### config.mk
export PLATFORM = sky130hd
export DESIGN_NAME = uart_tx_fifo_flat
export DESIGN_NICKNAME = d
export VERILOG_FILES = /design/src/rtl/uart_tx_fifo_if.sv /design/src/rtl/uart_tx_fifo.sv /design/src/flat_wrapper.sv
export SDC_FILE = /design/constraint.sdc
export NUM_CORES = 1
export LEC_CHECK = 0
export ABC_AREA = 1
export CORE_ASPECT_RATIO = 1.25
export CORE_MARGIN = 2
export CORE_UTILIZATION = 30
export DETAILED_ROUTE_END_ITERATION = 12
export GPL_ROUTABILITY_DRIVEN = 0
export PLACE_DENSITY = 0.51
export SLEW_MARGIN = 20
export SYNTH_ARGS = -nofsm -noshare
export SYNTH_HDL_FRONTEND = slang
export SYNTH_SLANG_ARGS = --single-unit
### constraint.sdc
create_clock -name clk -period 2.6 [get_ports clk]
set_input_delay 0.26 -clock clk [delete_from_list [all_inputs] [get_ports clk]]
set_output_delay 0.26 -clock clk [all_outputs]
set_load 0.005 [all_outputs]
### src/rtl/uart_tx_fifo_if.sv
// Handshake between the UART transmitter and the upstream FIFO it drains.
// master is the transmitter side, slave is the FIFO side.
interface uart_tx_fifo_if #(
  parameter int DATA_WIDTH = 8
);
  logic [DATA_WIDTH-1:0] fifo_q_i;
  logic                  fifo_empty_i;
  logic                  fifo_deq_o;

  modport master (
    input  fifo_q_i,
    input  fifo_empty_i,
    output fifo_deq_o
  );

  modport slave (
    output fifo_q_i,
    output fifo_empty_i,
    input  fifo_deq_o
  );
endinterface

### src/rtl/uart_tx_fifo.sv
// UART transmitter (8N1-style, LSB first) that pulls characters from an upstream FIFO.
// One dequeue per frame; the character is captured on the dequeue edge.
module uart_tx_fifo #(
  parameter int CLKS_PER_BIT = 868,
  parameter int DATA_WIDTH   = 8
) (
  input  logic             clk,
  input  logic             reset_i,
  uart_tx_fifo_if.master   fifo,
  output logic             tx_o,
  output logic             busy_o
);

  localparam int CNT_W = $clog2(CLKS_PER_BIT);
  localparam int IDX_W = (DATA_WIDTH > 1) ? $clog2(DATA_WIDTH) : 1;
  localparam logic [CNT_W-1:0] BAUD_RELOAD = CNT_W'(CLKS_PER_BIT - 1);
  localparam logic [IDX_W-1:0] LAST_BIT    = IDX_W'(DATA_WIDTH - 1);

  typedef enum logic [1:0] {IDLE, START, DATA, STOP} state_t;

  state_t                state, state_nx;
  logic [CNT_W-1:0]      baud_cnt, baud_nx;
  logic [IDX_W-1:0]      bit_idx, bit_nx;
  logic [DATA_WIDTH-1:0] shift_reg, shift_nx;
  logic                  tx_reg, tx_nx;
  logic                  deq;

  // tx_nx is the line level for the next cycle, so tx_o stays a pure register
  always_comb begin
    state_nx = state;
    baud_nx  = baud_cnt;
    bit_nx   = bit_idx;
    shift_nx = shift_reg;
    tx_nx    = tx_reg;
    deq      = 1'b0;

    case (state)
      IDLE: begin
        tx_nx = 1'b1;
        if (!fifo.fifo_empty_i && !reset_i) begin
          deq      = 1'b1;
          shift_nx = fifo.fifo_q_i;
          baud_nx  = BAUD_RELOAD;
          bit_nx   = '0;
          tx_nx    = 1'b0;
          state_nx = START;
        end
      end

      START: begin
        if (baud_cnt == '0) begin
          baud_nx  = BAUD_RELOAD;
          bit_nx   = '0;
          tx_nx    = shift_reg[0];
          state_nx = DATA;
        end else begin
          baud_nx = baud_cnt - 1'b1;
        end
      end

      // Shift register moves right each bit so the next bit is always at [0]
      DATA: begin
        if (baud_cnt == '0) begin
          baud_nx = BAUD_RELOAD;
          if (bit_idx == LAST_BIT) begin
            tx_nx    = 1'b1;
            state_nx = STOP;
          end else begin
            bit_nx   = bit_idx + 1'b1;
            shift_nx = shift_reg >> 1;
            tx_nx    = shift_nx[0];
          end
        end else begin
          baud_nx = baud_cnt - 1'b1;
        end
      end

      STOP: begin
        tx_nx = 1'b1;
        if (baud_cnt == '0) begin
          baud_nx  = BAUD_RELOAD;
          state_nx = IDLE;
        end else begin
          baud_nx = baud_cnt - 1'b1;
        end
      end

      default: begin
        tx_nx    = 1'b1;
        state_nx = IDLE;
      end
    endcase
  end

  always_ff @(posedge clk) begin
    if (reset_i) begin
      state     <= IDLE;
      baud_cnt  <= '0;
      bit_idx   <= '0;
      shift_reg <= '0;
      tx_reg    <= 1'b1;
    end else begin
      state     <= state_nx;
      baud_cnt  <= baud_nx;
      bit_idx   <= bit_nx;
      shift_reg <= shift_nx;
      tx_reg    <= tx_nx;
    end
  end

  assign fifo.fifo_deq_o = deq;
  assign tx_o            = tx_reg;
  assign busy_o          = (state != IDLE);

endmodule

### src/flat_wrapper.sv
// flat-port wrapper written by rule: the top's interface ports become plain ports
module uart_tx_fifo_flat 
#(
  parameter int CLKS_PER_BIT = 868,
  parameter int DATA_WIDTH   = 8
)
  (clk, reset_i, tx_o, busy_o, fifo_fifo_q_i, fifo_fifo_empty_i, fifo_fifo_deq_o);
  uart_tx_fifo_if #(.DATA_WIDTH(DATA_WIDTH)) fifo_i ();
  input  logic clk;
  input  logic reset_i;
  output logic tx_o;
  output logic busy_o;
  input wire logic [$bits(fifo_i.fifo_q_i)-1:0] fifo_fifo_q_i;
  input wire logic [$bits(fifo_i.fifo_empty_i)-1:0] fifo_fifo_empty_i;
  output wire logic [$bits(fifo_i.fifo_deq_o)-1:0] fifo_fifo_deq_o;
  assign fifo_i.fifo_q_i = fifo_fifo_q_i;
  assign fifo_i.fifo_empty_i = fifo_fifo_empty_i;
  assign fifo_fifo_deq_o = fifo_i.fifo_deq_o;
  uart_tx_fifo #(.CLKS_PER_BIT(CLKS_PER_BIT), .DATA_WIDTH(DATA_WIDTH)) u_core (.clk(clk), .reset_i(reset_i), .fifo(fifo_i), .tx_o(tx_o), .busy_o(busy_o));
endmodule
==> out/metrics.cfg, run 1 <==
[routing]
dr.pass1.iters = 4
ant_nets = 0
routed_via_density = 4.50
vias = 1282
drcViolationCount = 0
drt-wirelength-per-cell_um = 10.9
drt_iter0_markers = 56
wl_um = 3110

[clocking]
cts_made_buffers = 3
path_clk_slew_ns = 0.10
h-tree-depth = 1
ctsResizeCount = 0
worstSkewPairLatency_ns = 0.28
clock_tree.buffer_depth = 2
tritoncts = yes
cts_sinks = 24
holdBufCountCts = 0
root_buffer = clkbuf_8
cts_setup_buffers = 0

[sta]
skew_ns = 0.0116
hold_viol = 0
setup-tns-final_ns = 0
timing.final.crit_share = 0.765
report.final.setup_viol = 0
worst_slew_pin_slew_ns = 0.463
final.min_clock_period_ns = 1.99
rsz0062_at_grt = false
max_freq_ghz = 0.503
drv_slew = 0
maxSlewHeadroom = 0.691
fin_ws_ns = 0.610

[die]
die-area_sq_um = 5430
num_io_pins = 14
core-area_sq_um = 4690
die_h_um = 81.9
die_x_um = 66.3
rows = 28
start_util = 0.310

[global_routing]
overflow = 0
grt_max_degree = 16
grt_pass1_wl_um = 5430
grt_pass1_vias = 1253
grt_usage = 0.128
antenna_found_initial = 0

[placed_design]
place_ws_ns = 0.641
port_buffers = 13
dp_hpwl_um = 2400
place_area_sq_um = 1650
dp.cells = 281

[power_and_ir_drop]
peakVddDrop_v = 0.000418
p_per_area_nw_per_um2 = 1240
power_leakage_uw = 0.000815
power_uw = 2120

[synthesis]
synth_area_sq_um = 1460
synth_nets = 228
synth-seq-cells = 24
synth_cell_types = 27
synthTopCellsByArea = dfxtp_1 33%, nand2_1 10%, inv_1 9.0%, nor2_1 7.5%, nand3_1 7.2%
yosysWarnings = 0
yosys.area.top_type_share = 0.330
yosys.area.top_type = dfxtp_1
avgSynthCellArea_sq_um = 6.94
netlist_instances = 210
yosysSeqAreaShare = 0.330

[worst_hold_path]
min_to = u_core.bit_idx[0]
hold_depth = 2
hp-class = reg -> reg
min_from = u_core.bit_idx[0]

[setup_path]
path_class = reg -> out
r2r_cells = 7
end_kind = output port
cp-start-kind = flip-flop
required_ns = 2.34
cp.arrival_ns = 1.73
r2r_slack_ns = 0.85
timing.rr.start = u_core.state[0]
regToRegEndpoint = u_core.bit_idx[2]
crit_fanout = 5

[run_status]
status = completed

[cells_and_area]
n_fill_cell = 508
post-route-cell-area_sq_um = 1720
area_delta_synth_final_pct = 17.9
drive_gt1_frac = 0.0844
final_cell_count_no_fill = 285
seq_area_sq_um = 480
multi_input_area_sq_um = 806
largest_reg_flops = 10
nets = 244
num_antenna_cells = 0

[job]
drv_cap = 0

[power breakdown]
part           leakage [uW]  switching, uW  internal [uW]
Sequential         0.000198           99.6            507
Clock             0.0000357            135            206
Combinational      0.000581            735            439
[through the flow]
stage / hold slack [ns] / util
final: 0.497 / 0.366
after floorplan: 0.458 / -
after global placement: 0.475 / 0.350
after CTS: 0.497 / 0.366
after detailed placement: 0.481 / 0.350
after global routing: 0.536 / 0.366
[Yosys cell counts]
library cell	instances
a21boi_0	1
a21o_1	1
a21oi_1	11
a21oi_4	2
a31oi_1	2
buf_2	1
buf_4	2
buf_6	1
dfxtp_1	24
ha_1	7
inv_1	35
inv_2	2
mux2i_1	6
nand2_1	40
nand2_2	1
nand2_4	2
nand3_1	21
nand4_1	2
nor2_1	29
nor2_2	3
nor2_4	2
nor3_1	2
o211ai_1	4
o21ai_0	5
o21bai_1	1
or2_2	1
xor2_1	2
[critical path: stages, from the launching register on]
cell and delay, ns:
dfxtp_1 0.35, inv_1 0.08, ha_1 0.28, nand2_1 0.18, inv_1 0.09, clkdlybuf4s50_1 0.49
[cell usage in the layout, fill, tap and decap left out, drive strengths merged]
cell type,n
a21o,1
a21boi,1
inv,37
a21oi,13
mux2i,6
nand2,43
clkbuf,3
or2,1
xor2,2
bufinv,1
a31oi,2
o21bai,1
nand3,21
nand4,2
nor2,34
nor3,2
o211ai,4
ha,7
dfxtp,24
o21ai,5
buf,2
clkdlybuf4s50,13
[how the worst max path moves through the flow]
stage	start	endpoint	slack, ns	depth (start not counted)
after floorplan	u_core.state[0]	u_core.bit_idx[1]	1.11	7
after global placement	reset_i	fifo_fifo_deq_o	0.65	5
after detailed placement	reset_i	fifo_fifo_deq_o	0.64	5
after CTS	u_core.state[0]	fifo_fifo_deq_o	0.57	5
after global routing	u_core.state[0]	fifo_fifo_deq_o	0.45	5
final	u_core.state[0]	fifo_fifo_deq_o	0.61	5
[cell type report]
class,count,area share
clock buffer,3,0.0241
clock inverter,1,0.0175
inverter,37,0.0809
multi-input combinational,145,0.469
sequential,24,0.280
tap,60,0.0437
timing repair buffer,15,0.0845
[cell families after synthesis]
| kind of cell | count (synthesis) | synth area share |
|---|---|---|
| XOR/XNOR | 2 | 0.0120 |
| AND/OR/NAND/NOR | 103 | 0.318 |
| multiplexers | 6 | 0.0412 |
| AO/OA/AOI/OAI | 27 | 0.122 |
| adder cells (fa/ha/maj) | 7 | 0.0601 |
| flip-flops | 24 | 0.330 |
| buffers and inverters | 41 | 0.117 |
[routing by layer]
layer,global-route usage,up-vias,part of all wire
met5,0,-,0
met4,0.0408,0,0.0087
met3,0.0233,4,0.031
met2,0.240,19,0.49
met1,0.145,566,0.47
li1,-,693,-
Power figures use the tool's default switching activity.
==> run 2: changes to the inputs <==
--- a/config.mk
+++ b/config.mk
@@ -11,7 +11,7 @@
 export CORE_UTILIZATION = 30
 export DETAILED_ROUTE_END_ITERATION = 12
 export GPL_ROUTABILITY_DRIVEN = 0
-export PLACE_DENSITY = 0.51
+export PLACE_DENSITY = 0.53
 export SLEW_MARGIN = 20
 export SYNTH_ARGS = -nofsm -noshare
 export SYNTH_HDL_FRONTEND = slang
==> constraint.sdc (replaced) <==
create_clock -name clk -period 1.75 [get_ports clk]
set_input_delay 0.175 -clock clk [delete_from_list [all_inputs] [get_ports clk]]
set_output_delay 0.175 -clock clk [all_outputs]
set_load 0.005 [all_outputs]
==> out/metrics.cfg, run 2 (same netlist as run 1, synthesis figures left out) <==
[run_status]
status = completed

[worst_hold_path]
hp-class = reg -> reg
min_from = u_core.bit_idx[0]
min_to = u_core.bit_idx[0]
hold_depth = 2  ; unchanged

[cells_and_area]
drive_gt1_frac = 0.165  ; +0.0808
final_cell_count_no_fill = 296  ; +3.9%
largest_reg_flops = 10  ; unchanged
final_common_cell = nand2_1
mostFrequentLayoutCells = 40 x nand2_1, 32 x inv_1, 27 x nor2_1
num_antenna_cells = 0  ; unchanged
nets = 255  ; +4.5%
post-route-cell-area_sq_um = 1840  ; +7.2%
area_delta_synth_final_pct = 26.4
final_util = 0.392  ; +0.0264

[sta]
report.final.setup_viol = 0  ; unchanged
hold_viol = 0  ; unchanged
drv_slew = 0  ; unchanged
maxSlewHeadroom = 0.757  ; +0.0661
hold_slack_ns = 0.496  ; -0.00159 ns
final.min_clock_period_ns = 1.69
timing.final.crit_share = 0.963
worst_slew_pin_slew_ns = 0.363  ; -0.100 ns
rsz0062_at_grt = false
setup-tns-final_ns = 0  ; unchanged
max_freq_ghz = 0.593
skew_ns = 0.00461  ; -0.00701 ns

[setup_path]
regToRegEndpoint = u_core.shift_reg[4]
cp-start-kind = flip-flop
path_class = reg -> out
end_kind = output port
crit_fanout = 5  ; unchanged
r2r_slack_ns = 0.21  ; -0.64 ns
r2r_cells = 9  ; +2
required_ns = 1.57  ; -0.77 ns
cp.arrival_ns = 1.51  ; -0.22 ns
timing.rr.start = u_core.state[0]

[routing]
vias = 1365  ; +6.5%
dr.pass1.iters = 4  ; unchanged
drt-wirelength-per-cell_um = 11.2  ; +2.2%
wl_um = 3310  ; +6.1%
routed_via_density = 4.61  ; +2.5%
drcViolationCount = 0  ; unchanged
drt_iter0_markers = 81  ; +45%
ant_nets = 0  ; unchanged

[global_routing]
gr-usage-met3 = 0.0247  ; +0.00137
grt_use_met1 = 0.153  ; +0.00770
grt_pass1_wl_um = 5840  ; +7.6%
grt_usage = 0.140  ; +0.0117
antenna_found_initial = 0  ; unchanged
grt_max_degree = 15  ; -1
use_met2 = 0.258  ; +0.0180
grt_pass1_vias = 1379  ; +10%
overflow = 0  ; unchanged
grt_busiest_layer = met2

[power_and_ir_drop]
p_per_area_nw_per_um2 = 1840  ; +49%
power_leakage_uw = 0.000872  ; +7.0%
peakVddDrop_v = 0.000544  ; +30%

[die]
num_io_pins = 14  ; unchanged
start_util = 0.310  ; unchanged
rows = 28  ; unchanged
die_h_um = 81.9  ; unchanged
die-area_sq_um = 5430  ; unchanged
die_x_um = 66.3  ; unchanged
core-area_sq_um = 4690  ; unchanged

[clocking]
cts_made_buffers = 3  ; unchanged
root_buffer = clkbuf_8
h-tree-depth = 1  ; unchanged
holdBufCountCts = 0  ; unchanged
clock_tree.buffer_depth = 2  ; unchanged
path_clk_slew_ns = 0.09  ; about the same
tritoncts = yes
worstSkewPairLatency_ns = 0.27  ; about the same
cts_sinks = 24  ; unchanged

[placed_design]
port_buffers = 13  ; unchanged
place_area_sq_um = 1710  ; +4.1%
dp.cells = 290  ; +3.2%
dp_hpwl_um = 2540  ; +6.1%

[job]
drv_cap = 0  ; unchanged

[run 2: worst max-delay path by stage]
stage                          startpoint             endpoint  slack, ns
final                     u_core.state[0]      fifo_fifo_deq_o       0.06
after global routing      u_core.state[0]      fifo_fifo_deq_o      0.002
after CTS                 u_core.state[1]      fifo_fifo_deq_o      0.008
after detailed placement          reset_i  u_core.shift_reg[4]       0.10
after global placement            reset_i  u_core.shift_reg[4]       0.11
after floorplan           u_core.state[0]    u_core.bit_idx[1]       0.26
[run 2: stage by stage]
| stage | worst slack, ns | total power, uW |
|---|---|---|
| CTS | 0.00787 | 3330 |
| finish | 0.0647 | 3380 |
| global placement | 0.110 | 2760 |
| global route | 0.00222 | 3750 |
| detailed placement | 0.103 | 2760 |
| floorplan | 0.262 | 2300 |
[run 2: cell type report]
| cell class | count | area [sq um] |
|---|---|---|
| repair buffers | 26 | 240 |
| multi-input cells | 145 | 826 |
| clock buffers | 3 | 41.3 |
| fillers | 513 | 2850 |
| well taps | 60 | 75.1 |
| inverters | 37 | 143 |
| flip-flops and latches | 24 | 485 |
| clock inverters | 1 | 30.0 |
[run 2: metal layers]
metal	up-vias	share of wire
li1	716	-
met1	621	0.44
met2	24	0.51
met3	4	0.033
met4	0	0.010
met5	-	0
[run 2: power by group]
part	switching [uW]	total, uW	internal, uW
Combinational	1150	1960	816
Sequential	155	915	760
Clock	199	505	306
[run 2: what timing repair did]
action                                 CTS  global route
endpoints found under the hold margin    0             0
gates cloned                             0             0
setup endpoints to repair                2            11
gates resized for setup                  3             8
setup buffers                            1             1
pin swaps                                0             2
[run 2: worst max-delay path, cell delays in order (launching register included)]
cell             delay (ns)
dfxtp_4                0.37
inv_2                  0.07
ha_4                   0.16
nand2_1                0.08
inv_1                  0.07
clkdlybuf4s50_1        0.49
